### config.mk
export PLATFORM = sky130hd
export DESIGN_NAME = inst_fetch
export DESIGN_NICKNAME = d
export VERILOG_FILES = /design/src/rtl/inst_fetch.sv
export SDC_FILE = /design/constraint.sdc
export NUM_CORES = 1
export LEC_CHECK = 0
export ABC_AREA = 0
export CAP_MARGIN = 20
export CORE_MARGIN = 10
export CORE_UTILIZATION = 55
export CTS_CLUSTER_SIZE = 10
export DETAILED_ROUTE_END_ITERATION = 7
export MAX_ROUTING_LAYER = met4
export PLACE_DENSITY = 0.81
export SLEW_MARGIN = 20
export SYNTH_ARGS = -nofsm -noshare
export SYNTH_HDL_FRONTEND = slang
export SYNTH_SLANG_ARGS = --single-unit
### constraint.sdc
create_clock -name clk_in -period 3.7 [get_ports clk_in]
set_input_delay 0.74 -clock clk_in [delete_from_list [all_inputs] [get_ports clk_in]]
set_output_delay 0.74 -clock clk_in [all_outputs]
set_load 0.02 [all_outputs]
### src/rtl/inst_fetch.sv
// Instruction fetch stage: PC, i-cache miss tracking, branch and
// exception redirects, and a circular instruction queue for decode.
module inst_fetch #(
  parameter int ADDR_WIDTH = 32,
  parameter int INST_WIDTH = 32,
  parameter int QUEUE_DEPTH = 16,
  parameter logic [ADDR_WIDTH-1:0] RESET_PC = '0
) (
  input  logic                  clk_in,
  input  logic                  rst_in,
  input  logic                  rdy_in,
  output logic                  if_icache_en_out,
  output logic [ADDR_WIDTH-1:0] if_icache_inst_addr_out,
  input  logic                  icache_if_rdy_in,
  input  logic                  icache_if_miss_in,
  input  logic [INST_WIDTH-1:0] icache_if_inst_inst_in,
  input  logic                  redirect_en_in,
  input  logic [ADDR_WIDTH-1:0] redirect_pc_in,
  input  logic                  dec_ready_in,
  output logic                  iq_valid_out,
  output logic [INST_WIDTH-1:0] iq_inst_out,
  output logic [ADDR_WIDTH-1:0] iq_pc_out
);

  localparam int PW = $clog2(QUEUE_DEPTH);
  localparam logic [PW:0] DEPTH = (PW+1)'(QUEUE_DEPTH);

  typedef enum logic {S_FETCH, S_WAIT} state_t;

  typedef struct packed {
    logic [ADDR_WIDTH-1:0] pc;
    logic [INST_WIDTH-1:0] inst;
  } iq_entry_t;

  state_t                state;
  logic [ADDR_WIDTH-1:0] pc;
  logic [ADDR_WIDTH-1:0] pend_pc;
  logic                  pend;
  logic [PW-1:0]         head;
  logic [PW-1:0]         tail;
  logic [PW:0]           count;
  iq_entry_t             mem [QUEUE_DEPTH];
  iq_entry_t             head_e;

  logic full;
  logic hit;
  logic miss;
  logic pop;
  logic redir_now;
  logic redir_late;

  assign full = (count == DEPTH);
  assign iq_valid_out = (count != '0);

  assign if_icache_en_out = rdy_in & ~rst_in & ~full
                          & ~pend & ~redirect_en_in;
  assign if_icache_inst_addr_out = pc;

  assign hit  = if_icache_en_out & icache_if_rdy_in & ~icache_if_miss_in;
  assign miss = if_icache_en_out & icache_if_rdy_in & icache_if_miss_in;
  assign pop  = iq_valid_out & dec_ready_in & rdy_in & ~redirect_en_in;

  // A redirect may only move the pc while no refill is in flight.
  assign redir_now = redirect_en_in & rdy_in & icache_if_rdy_in
                   & (state == S_FETCH);
  assign redir_late = ~redirect_en_in & pend & rdy_in & icache_if_rdy_in;

  assign head_e = mem[head];
  assign iq_inst_out = iq_valid_out ? head_e.inst : '0;
  assign iq_pc_out = iq_valid_out ? head_e.pc : '0;

  always_ff @(posedge clk_in or posedge rst_in) begin
    if (rst_in) begin
      state   <= S_FETCH;
      pc      <= RESET_PC;
      pend    <= 1'b0;
      pend_pc <= '0;
      head    <= '0;
      tail    <= '0;
      count   <= '0;
    end else if (redirect_en_in) begin
      head  <= '0;
      tail  <= '0;
      count <= '0;
      if (redir_now) begin
        pc    <= redirect_pc_in;
        pend  <= 1'b0;
        state <= S_FETCH;
      end else begin
        pend    <= 1'b1;
        pend_pc <= redirect_pc_in;
      end
    end else if (rdy_in) begin
      if (redir_late) begin
        pc    <= pend_pc;
        pend  <= 1'b0;
        state <= S_FETCH;
      end else if (hit) begin
        pc    <= pc + ADDR_WIDTH'(4);
        state <= S_FETCH;
      end else if (miss) begin
        state <= S_WAIT;
      end
      if (hit)
        tail <= tail + PW'(1);
      if (pop)
        head <= head + PW'(1);
      if (hit && !pop)
        count <= count + (PW+1)'(1);
      else if (pop && !hit)
        count <= count - (PW+1)'(1);
    end
  end

  always_ff @(posedge clk_in) begin
    if (hit)
      mem[tail] <= '{pc: pc, inst: icache_if_inst_inst_in};
  end

endmodule
# Yosys cells after proc, flatten, opt, wreduce, memory -nomap -nowiden
# Memories as Yosys holds them, arrays and structs flattened.
# Index checks and enable logic that the tools add are counted.
[totals]
mem_bits_rw = 1024
wordCells = 86
out_inout_bits = 98
inputBits = 71
regBits = 79
mem_count = 1
[mem_list]
columns = ["name", "words", "word_bits", "rd", "rd_clocked_by_memory_dff", "write_ports", "line_no", "text"]
rows = [
  ["mem", 16, 64, 1, 0, 1, "42", "iq_entry_t mem [QUEUE_DEPTH];"],
]
[op_classes]
n_eq_ne = 2
n_mux = 29
reduce_logical = 19
n_addsub = 5
n_bitwise = 23
[op_table]
columns = ["operator", "n"]
rows = [
  ["$mux 32", 7],
  ["$add 32x3->32 const B", 1],
  ["$mux 4", 6],
  ["$mux 5", 4],
  ["$and 1x1->1", 16],
  ["$mux 1", 12],
  ["$reduce_and 2->1", 5],
  ["$add 4x1->4 const B", 2],
  ["$reduce_bool 2->1", 4],
  ["$not 1->1", 7],
  ["$reduce_and 3->1", 2],
  ["$reduce_bool 3->1", 2],
  ["$add 5x1->5 const B", 1],
  ["$eq 5x5->1 const B", 1],
  ["$reduce_bool 5->1", 1],
  ["$sub 5x1->5 const B", 1],
  ["$reduce_bool 4->1", 1],
  ["$logic_and 1x1->1", 2],
  ["$logic_not 1->1", 2],
  ["$ne 2x1->1 const B", 1],
]

# Depth between registers and ports, before layout
# Gate-level depths: netlist of the first run.
[depth]
ltp_word = 13
mapped_depth = 11
ltp_nobuf = 9

# Worst setup path before layout of the first run
# No wires, ideal clock.
[synth_path]
path_kind = "input to register"
from = "input port rst_in"
to = "memory mem[0][0] in the netlist's numbering (enable)"
n_path_buf = 1
setup_time_ps = 429
required_ps = 3271
arrival_time_ps = 3374
setup_slack_ps = -103
path_stages = 5
path_cell_list = "or3_1 -> a211o_1 -> buf_2 -> nor3_1 -> and2_1"
[synth_between]
elab_chain_len = 9
[synth_lines]
columns = ["element", "line_no", "text"]
rows = [
  ["from (decl)", "10", "input logic rst_in,"],
  ["$not 1->1", "55", "assign if_icache_en_out = rdy_in & ~rst_in & ~full"],
  ["$and 1x1->1 (2 in series)", "55", ""],
  ["$and 1x1->1 (2 in series)", "56", "& ~pend & ~redirect_en_in;"],
  ["$and 1x1->1 (2 in series)", "59", "assign hit = if_icache_en_out & icache_if_rdy_in & ~icache_if_miss_in;"],
  ["$mux 1", "116", "if (hit)"],
  ["$mux 1 (not written as such)", "117", "mem[tail] <= '{pc: pc, inst: icache_if_inst_inst_in};"],
  ["to (decl)", "42", ""],
]
# Every way passes these cells.

# Worst setup path in the final report of the first run
[layout_path]
from = "register head[0]"
to = "output port iq_pc_out[2]"
[layout_between]
elab_chain_len = 2
[layout_lines]
columns = ["element", "line_no", "text"]
rows = [
  ["from (decl)", "39", "logic [PW-1:0] head;"],
  ["from (signal assigned)", "107", "head <= head + PW'(1);"],
  ["$mem_v2 16x64", "n/a", ""],
  ["$mux 32", "70", "assign iq_pc_out = iq_valid_out ? head_e.pc : '0;"],
  ["to (decl)", "22", "output logic [ADDR_WIDTH-1:0] iq_pc_out"],
]
# Every way passes these cells.

==> flow_summary.ini, run 1 <==
[outcome]
run_status = finished, violations left
violations = negative setup slack

[synthesis]
synth_mux_area_frac = 0.175
ys_seq_area_frac = 0.754
synth_top_flop_cell = edfxtp_1
synth_top_family_by_area = multiplexers
synth_top_area_cell = edfxtp_1
ys_ff_latch = 1103
avgSynthCellArea_um2 = 22.2
synth-simple-area-share = 0.0274
synth_edf_count = 1024
synth-compound-area-share = 0.0216
syn_inst = 1953
netlist_area_um2 = 43400
yosys-top-cells-area = edfxtp_1 (71%), mux4_2 (17%), dfrtp_1 (4.6%)
yosysWarningCount = 0
synth_top_area_share = 0.709
synthArstFlopShare = 0.0716
synthXorXnorAreaFrac = 0.00303
syn-num-nets = 2035
synth_cell_types = 60
yosys.area_share.adder = 0.00335

[setup_path]
critPathCaptureType = output port
cpPeakStageDelay_ns = 0.53
worst-path-max-fanout = 7
path_buf_inv = 5
critPathKind = register to output port
r2r-start = count[0]$_DFFE_PP0P_
startpoint = head[0]$_DFFE_PP0P_
cp.required_ns = 2.96
crit_family = multiplexers
startpoint_type = register
crit_arrival_ns = 3.06
cp_cell_sequence = buf_12, buf_16, buf_12, buf_16, mux4_2, mux4_2, and2_4, buf_6
critPathSlowestCell = dfrtp_4

[clocking]
cts.path.max_buffers = 3
cts.sinks = 1103
cts_root_buf = clkbuf_16
h-tree-depth = 3
cts_tree = built
clk_pin_slew_ns = 0.06
clock_latency_ns = 0.68
cts_buffers = 121
ctsHoldBuffers = 0

[grt]
grt_max_degree = 51
antenna_found_initial = 1
grt_pass1_vias = 23750
grt-ovfl-total = 0
grt_use_total = 0.258
grt_pass1_wl_um = 165000

[power_and_ir_drop]
switching_share = 0.235
power_frac_seq = 0.517
cellLeakagePower_nw = 16.7
pwr-share-clk = 0.376
pwr-share-comb = 0.108
powerDensity_nw_per_um2 = 548
power_mw = 28.6
ir_drop_mv = 0.391
p_int_mw = 21.9
power_switching_mw = 6.72

[place]
io_buffers = 168
dp_hpwl_um = 55700
place.gp.congestion = 0.841

[layout]
area_growth_pct = 20.2
final_cell_mix = edfxtp_1 (1024), mux4_2 (320), clkbuf_16 (132), clkdlybuf4s50_1 (103), buf_4 (79)
fin_util = 0.670
drive_above_1_share = 0.342
final_nets = 2398
final_common_cell = edfxtp_1

[sta]
fin_crit_ns = 3.80
fmax_mhz = 263
worstMarginPinSlew_ns = 0.915
timing_hold_violations_final = 0
period_share = 1.03
setup_viol = 36
drv_slew = 0
final.setup.worst_slack_ns = -0.101
clock_skew_ns = 0.0299
rsz0062_at_grt = true
slew_headroom = 0.390

[worst_hold_path]
worst_hold_path_type = input port to async pin

[floorplan]
boundaryPins = 169
core-area_um2 = 77800
initial_core_util = 0.557
die_y_um = 301
die_w_um = 301
die_area_um2 = 90500
floorplan.rows = 102

[drt]
drtIter0Drc = 3311
detail-route-antenna-nets = 0
drt-vias-per-instance = 6.68
drc = 0
first_pass_iters = 6
drt-total-wl_um = 114000
num_vias = 22758
avgRoutedWirePerCell_um = 33.6

[job]
maxCapViolCount = 0
==> repair_timing <==
action / in CTS / in global routing
endpoints found under the setup margin: 64 / 63
gates resized for setup: 320 / 135
pin swaps: 1 / 3
setup buffers: 32 / 20
gates cloned: 19 / 9
==> final cells by class <==
type / instances / area (um^2)
Antenna cell: 1 / 2.50
Clock buffer: 167 / 3280
Clock inverter: 5 / 95.1
Multi-Input combinational cell: 733 / 10200
Fill cell: 4600 / 25700
Tap cell: 1040 / 1300
Sequential cell: 1103 / 32700
Inverter: 8 / 31.3
Timing Repair Buffer: 349 / 4490
==> layer usage <==
layer / vias up / GRT usage / share of wire
met2: 1627 / 0.421 / 0.51
li1: 8963 / - / -
met3: 281 / 0.0441 / 0.099
met5: - / - / 0
met4: 0 / 0.0876 / 0.035
met1: 11887 / 0.329 / 0.35
==> worst reg2reg max path, stage by stage, from the launching register on <==
cell,delay [ns]
dfrtp_1,0.46
or4_1,0.57
o21ai_0,0.28
o21ai_0,0.32
fa_1,0.50
a21o_1,0.20
a21oi_1,0.22
o41ai_1,0.12
a22oi_1,0.20
nor3_1,0.07
==> synthesized netlist by cell type, drive strengths merged, types with 9 or more instances <==
cell type     n
nand3        16
ha           10
dfrtp        79
nor2         26
mux4        320
a21oi        26
xor2         11
o21ai        34
and3         10
clkbuf       61
buf          48
nand4        11
and2         77
nand2b        9
mux2         33
nand2        41
edfxtp     1024
==> worst paths after layout <==
kind	endpoint	slack (ns)	cells after the start
max in group asynchronous	head[2]$_DFFE_PP0P_	2.54	3
min	if_icache_inst_addr_out[17]$_DFFE_PP0P_	0.48	2
min reg2reg	if_icache_inst_addr_out[18]$_DFFE_PP0P_	0.50	2
min in group clk_in	if_icache_inst_addr_out[18]$_DFFE_PP0P_	0.50	2
max reg2reg	count[4]$_DFFE_PP0P_	0.64	9
max	iq_pc_out[2]	-0.10	8
==> power by group through the flow <==
| stage | logic (mW) | clock network (mW) | registers (mW) |
|---|---|---|---|
| 2_1_floorplan | 1.33 | 0 | 14.9 |
| 3_3_place_gp | 2.49 | 0 | 14.9 |
| 3_5_place_dp | 2.55 | 0 | 15.0 |
| 4_1_cts | 2.85 | 10.8 | 14.7 |
| 5_1_grt | 3.23 | 11.3 | 14.8 |
| 6_report | 3.07 | 10.7 | 14.8 |
==> kinds of logic (layout without fill, tap and decap cells) <==
| logic type | count (synthesis) | count (layout) |
|---|---|---|
| compound gates | 136 | 136 |
| xor+xnor | 15 | 15 |
| fa+ha+maj | 11 | 11 |
| buf+inv | 117 | 529 |
| flops | 1103 | 1103 |
| mux | 356 | 356 |
| other cells | 0 | 1 |
| simple gates | 215 | 215 |
==> stage by stage <==
stage / cells / hold WS [ns] / setup TNS, ns / setup slack (ns) / area [um^2]
2_1_floorplan: 1953 / 0.450 / 0 / 0.0103 / 43400
5_1_grt: 3406 / 0.511 / -4.17 / -0.152 / 52200
3_5_place_dp: 3155 / 0.485 / 0 / 0.0782 / 47300
3_3_place_gp: 3155 / 0.465 / 0 / 0.102 / 47300
4_1_cts: 3378 / 0.463 / -4.25 / -0.167 / 51600
6_report: 3406 / 0.475 / -1.45 / -0.101 / 52200
==> state kept, by name, summed over array words and instances, names as in the netlist <==
| name | flops |
|---|---|
| mem | 1024 |
| pend | 1 |
| state | 1 |
| tail | 4 |
| if_icache_inst_addr_out | 32 |
| head | 4 |
| count | 5 |
| pend_pc | 32 |
Note: power is estimated with default switching activity, not from simulation.
==> run 2, diff against run 1 <==
Settings changed: HOLD_SLACK_MARGIN from default to 0.05, TNS_END_PERCENT from default to 1.
==> run 2 against run 1 <==
Against the previous run:
- the run still ends with negative setup slack left
- largest cell class unchanged
- cell area fell by 1.3%
- sequential cell count did not move
- register-to-register slack got worse by 0.05 ns
- combinational power fell by 6%
==> flow_summary.ini, run 2 (synthesized netlist as in run 1, its figures left out) <==
[place]
dp_slack_ns = 0.0583
place_inst = 3149
io_buffers = 168
dp_hpwl_um = 54100
placed_area_um2 = 47300
place.gp.congestion = 0.812

[power_and_ir_drop]
switching_share = 0.233
power_switching_mw = 6.56
pwr-share-comb = 0.103
pwr-share-clk = 0.373
powerDensity_nw_per_um2 = 547
ir_drop_mv = 0.473
cellLeakagePower_nw = 16.3
power_frac_seq = 0.524
power_mw = 28.2
p_int_mw = 21.6

[grt]
antenna_found_initial = 2
grt-ovfl-total = 0
grt_max_degree = 68
grt_pass1_wl_um = 158000
grt_use_total = 0.243
grt_pass1_vias = 23086
grt_busiest_layer = met2
gr-usage-met3 = 0.0428
grtUsageMet1 = 0.318
met2_usage = 0.393

[drt]
avgRoutedWirePerCell_um = 31.9
drt-total-wl_um = 108000
drt-vias-per-instance = 6.59
first_pass_iters = 5
drc = 0
num_vias = 22193
detail-route-antenna-nets = 0
drtIter0Drc = 2923

[clocking]
cts_tree = built
h-tree-depth = 3
cts_root_buf = clkbuf_16
cts.path.max_buffers = 3
cts.sinks = 1103
clk_pin_slew_ns = 0.07
clock_latency_ns = 0.70
cts_buffers = 121
ctsHoldBuffers = 0

[layout]
design_area_um2 = 51500
largest_reg_flops = 1024
largest_register = mem
final_cell_mix = edfxtp_1 (1024), mux4_2 (320), clkbuf_16 (133), clkdlybuf4s50_1 (103), dfrtp_1 (75)
final_nets = 2355
drive_above_1_share = 0.326
fin_util = 0.662
nFillCells = 4735
area_growth_pct = 18.7
final_common_cell = edfxtp_1
fin_cells = 3369

[sta]
fmax_mhz = 258
setup_viol = 57
clock_skew_ns = 0.0315
final.setup.worst_slack_ns = -0.172
drv_slew = 0
fin_crit_ns = 3.87
worstMarginPinSlew_ns = 1.00
period_share = 1.05
timing_hold_violations_final = 0
rsz0062_at_grt = true
slew_headroom = 0.329

[floorplan]
core-area_um2 = 77800
die_w_um = 301
boundaryPins = 169
floorplan.rows = 102
die_y_um = 301
die_area_um2 = 90500
initial_core_util = 0.557

[setup_path]
worst-path-max-fanout = 10
startpoint_type = register
critPathKind = register to output port
crit_family = multiplexers
ff2ff_setup_slack_ns = 0.59
critPathCaptureType = output port
cp.required_ns = 2.96
cpPeakStageDelay_ns = 0.57
path_buf_inv = 4
critPathSlowestCell = dfrtp_4
cp_cell_sequence = buf_12, buf_12, clkbuf_16, mux4_2, mux4_2, and2_4, buf_6
crit_arrival_ns = 3.13

[job]
maxCapViolCount = 0

[worst_hold_path]
worst_hold_path_type = input port to async pin

[outcome]
violations = negative setup slack
run_status = finished, violations left
## run 2: changes by cell type in the layout (fill, tap and decap cells not counted), moves of 3 or more
cell | previous run | this run
and2_1 | 15 | 21
and2_4 | 62 | 56
buf_16 | 26 | 13
buf_2 | 12 | 23
buf_4 | 79 | 44
buf_6 | 51 | 46
clkbuf_1 | 41 | 45
clkinv_1 | 0 | 3
## run 2: layer usage
metal	part of all wire	up-vias
li1	-	8875
met5	0	-
met3	0.095	164
met2	0.51	1380
met4	0.025	0
met1	0.37	11774
## run 2: path summary, 6_finish.rpt
kind,start,cells past startpoint,end
hold reg to reg,pend_pc[18]$_DFFE_PP0P_,2,if_icache_inst_addr_out[18]$_DFFE_PP0P_
min in group clk_in,pend_pc[18]$_DFFE_PP0P_,2,if_icache_inst_addr_out[18]$_DFFE_PP0P_
hold / removal,rst_in,2,pend_pc[19]$_DFFE_PP0P_
max in group asynchronous,rst_in,3,pend_pc[5]$_DFFE_PP0P_
setup / recovery,head[0]$_DFFE_PP0P_,7,iq_pc_out[23]
setup reg to reg,count[0]$_DFFE_PP0P_,9,count[4]$_DFFE_PP0P_
## run 2: final cells by class
cell class	count	area, um^2	share of cell area
multi-input combinational	733	10200	0.198
clock inverter	8	81.3	0.00158
sequential	1103	32700	0.636
timing repair buffer	306	3900	0.0757
inverter	8	31.3	0.000607
tap	1040	1300	0.0253
clock buffer	168	3250	0.0630
antenna	3	7.51	0.000146
## run 2: repair_timing
action                                  4_1_cts  5_1_grt
endpoints found under the hold margin         0        0
gates resized for setup                     310      125
pin swaps                                     0        0
buffers inserted                             13       15
gates cloned                                  7       10
endpoints found under the setup margin       64       64
## run 2: power groups by stage
stage | Sequential [mW] | Combinational (mW) | Clock, mW
5_1_grt | 14.8 | 3.07 | 11.1
4_1_cts | 14.7 | 2.70 | 10.6
2_1_floorplan | 14.9 | 1.33 | 0
3_3_place_gp | 14.9 | 2.51 | 0
3_5_place_dp | 15.0 | 2.57 | 0
6_report | 14.8 | 2.90 | 10.5
## run 2: stage by stage
step | hold WS, ns | setup TNS [ns]
after CTS | 0.482 | -5.69
after detailed placement | 0.481 | 0
after global routing | 0.509 | -8.16
after global placement | 0.463 | 0
after floorplan | 0.450 | -33.41
final | 0.475 | -5.11
==> run 3, diff against run 2 <==
Settings changed: CORE_ASPECT_RATIO from default to 0.6, GPL_TIMING_DRIVEN from default to 0.
==> run 3 against run 2 <==
Against the previous run:
- the run still ends with negative setup slack left
- routed wire length is 18% higher
- setup slack worse by 0.15 ns
- first-iteration DRC count is 32% higher
- worst hold slack worse by 0.036 ns
- sequential power hardly changed
- combinational power is 10% higher
- global-route usage is 4.3 points higher
- largest cell class unchanged
==> flow_summary.ini, run 3 (synthesized netlist as in run 1, its figures left out) <==
[clocking]
clk_pin_slew_ns = 0.06
cts.path.max_buffers = 3
h-tree-depth = 3
cts.sinks = 1103
cts_root_buf = clkbuf_16
cts_buffers = 120
clock_latency_ns = 0.72
ctsHoldBuffers = 0
cts_tree = built

[layout]
area_growth_pct = 20.5
largest_reg_flops = 1024
final_common_cell = edfxtp_1
fin_cells = 3451
drive_above_1_share = 0.336
largest_register = mem
final_nets = 2428
final_cell_mix = edfxtp_1 (1024), mux4_2 (320), clkbuf_16 (122), clkdlybuf4s50_1 (102), dfrtp_1 (77)

[power_and_ir_drop]
p_int_mw = 21.7
power_switching_mw = 6.97
cellLeakagePower_nw = 16.7
powerDensity_nw_per_um2 = 549
pwr-share-comb = 0.111
ir_drop_mv = 0.414
pwr-share-clk = 0.371
power_frac_seq = 0.518
switching_share = 0.243

[sta]
fin_crit_ns = 4.03
period_share = 1.09
setup_viol = 64
worstMarginPinSlew_ns = 1.01
drv_slew = 0
rsz0062_at_grt = true
timing_hold_violations_final = 0
clock_skew_ns = 0.0305
slew_headroom = 0.326
final.setup.worst_slack_ns = -0.325
fmax_mhz = 248
setup_tns_ns = -13.14

[setup_path]
r2r-end = count[4]$_DFFE_PP0P_
cpPeakStageDelay_ns = 0.59
r2r-start = pend$_DFFE_PP0P_
worst-path-max-fanout = 6
crit_arrival_ns = 3.29
cp_cell_sequence = buf_12, buf_12, buf_16, buf_16, mux4_2, mux4_2, and2_4, buf_6
path_buf_inv = 5
startpoint_type = register
crit_family = multiplexers
cp.required_ns = 2.96
worst-r2r-cell-count = 10
critPathCaptureType = output port
critPathSlowestCell = mux4_2
ff2ff_setup_slack_ns = 0.16
critPathKind = register to output port

[grt]
grt_use_total = 0.286
grt_max_degree = 55
grt-ovfl-total = 0
antenna_found_initial = 3
grt_pass1_vias = 24478
grt_pass1_wl_um = 180000

[floorplan]
initial_core_util = 0.558
die_w_um = 383
floorplan.rows = 79
die_area_um2 = 90900
boundaryPins = 169
die_y_um = 238
core-area_um2 = 77800

[outcome]
violations = negative setup slack
run_status = finished, violations left

[drt]
drtIter0Drc = 3872
avgRoutedWirePerCell_um = 36.9
detail-route-antenna-nets = 0
first_pass_iters = 6
drt-total-wl_um = 127000
drc = 0
num_vias = 23732
drt-vias-per-instance = 6.88

[place]
place.gp.congestion = 0.887
dp_hpwl_um = 66000
place_inst = 3197
io_buffers = 167

[job]
maxCapViolCount = 0

[worst_hold_path]
worst_hold_path_type = input port to async pin
## run 3: cell types whose count changed in the layout (fill, tap and decap cells not counted), moves of 3 or more
| cell | before | now |
|---|---|---|
| nor4_2 | 3 | 0 |
| buf_4 | 44 | 34 |
| clkbuf_8 | 0 | 22 |
| buf_6 | 46 | 71 |
| buf_16 | 13 | 36 |
| buf_12 | 60 | 46 |
| clkbuf_16 | 133 | 122 |
| and2_1 | 21 | 14 |
| and2_4 | 56 | 63 |
| clkinv_1 | 3 | 0 |
| dfrtp_4 | 4 | 0 |
| clkbuf_1 | 45 | 69 |
| clkbuf_2 | 1 | 13 |
## run 3: power by group through the flow
stage / registers, mW / logic (mW) / clock network, mW
2_1_floorplan: 14.9 / 1.33 / 0
3_3_place_gp: 15.0 / 2.48 / 0
6_report: 14.9 / 3.20 / 10.6
3_5_place_dp: 15.1 / 2.54 / 0
5_1_grt: 14.9 / 3.34 / 11.1
4_1_cts: 14.8 / 3.03 / 10.5
## run 3: per-stage QoR
stage | util | total power [mW] | hold slack (ns) | setup WS, ns | area [um^2]
6_report | 0.672 | 28.7 | 0.440 | -0.325 | 52300
5_1_grt | 0.672 | 29.4 | 0.452 | -0.317 | 52300
4_1_cts | 0.667 | 28.4 | 0.426 | -0.220 | 51900
3_5_place_dp | 0.604 | 17.6 | 0.494 | -1.04 | 47000
3_3_place_gp | 0.596 | 17.5 | 0.475 | -2.61 | 46400
2_1_floorplan | - | 16.2 | 0.450 | -0.102 | 43400
## run 3: worst max-delay path by stage
stage                        start              endpoint  slack, ns  depth (start not counted)
2_1_floorplan               rst_in   mem[1][0]$_DFFE_PP_      -0.10                          5
3_3_place_gp                rst_in  mem[8][26]$_DFFE_PP_      -2.61                          6
3_5_place_dp   head[1]$_DFFE_PP0P_         iq_pc_out[18]      -1.04                          7
4_1_cts        head[0]$_DFFE_PP0P_          iq_pc_out[4]      -0.22                          8
5_1_grt        head[0]$_DFFE_PP0P_         iq_pc_out[16]      -0.32                          9
6_report       head[0]$_DFFE_PP0P_         iq_pc_out[18]      -0.33                          8
## run 3: cell type report
cell class | instances | area (um^2)
Buffer | 109 | 1230
Sequential cell | 1103 | 32700
Timing Repair Buffer | 271 | 3480
Tap cell | 1053 | 1320
Multi-Input combinational cell | 733 | 10200
Clock buffer | 166 | 3220
Fill cell | 4662 | 25500
Antenna cell | 5 | 12.5
Inverter | 8 | 32.5
Clock inverter | 3 | 45.0
## run 3: what timing repair did
item	4_1_cts	5_1_grt
gates cloned	18	0
setup endpoints to repair	66	65
setup buffers	39	26
gates resized for setup	583	65
pin swaps	2	0
## run 3: metal layers
layer | part of all wire | vias up | global-route usage
met5 | 0 | - | -
met4 | 0.041 | 0 | 0.106
met3 | 0.13 | 335 | 0.0760
met2 | 0.48 | 1997 | 0.439
met1 | 0.35 | 12372 | 0.370
li1 | - | 9028 | -
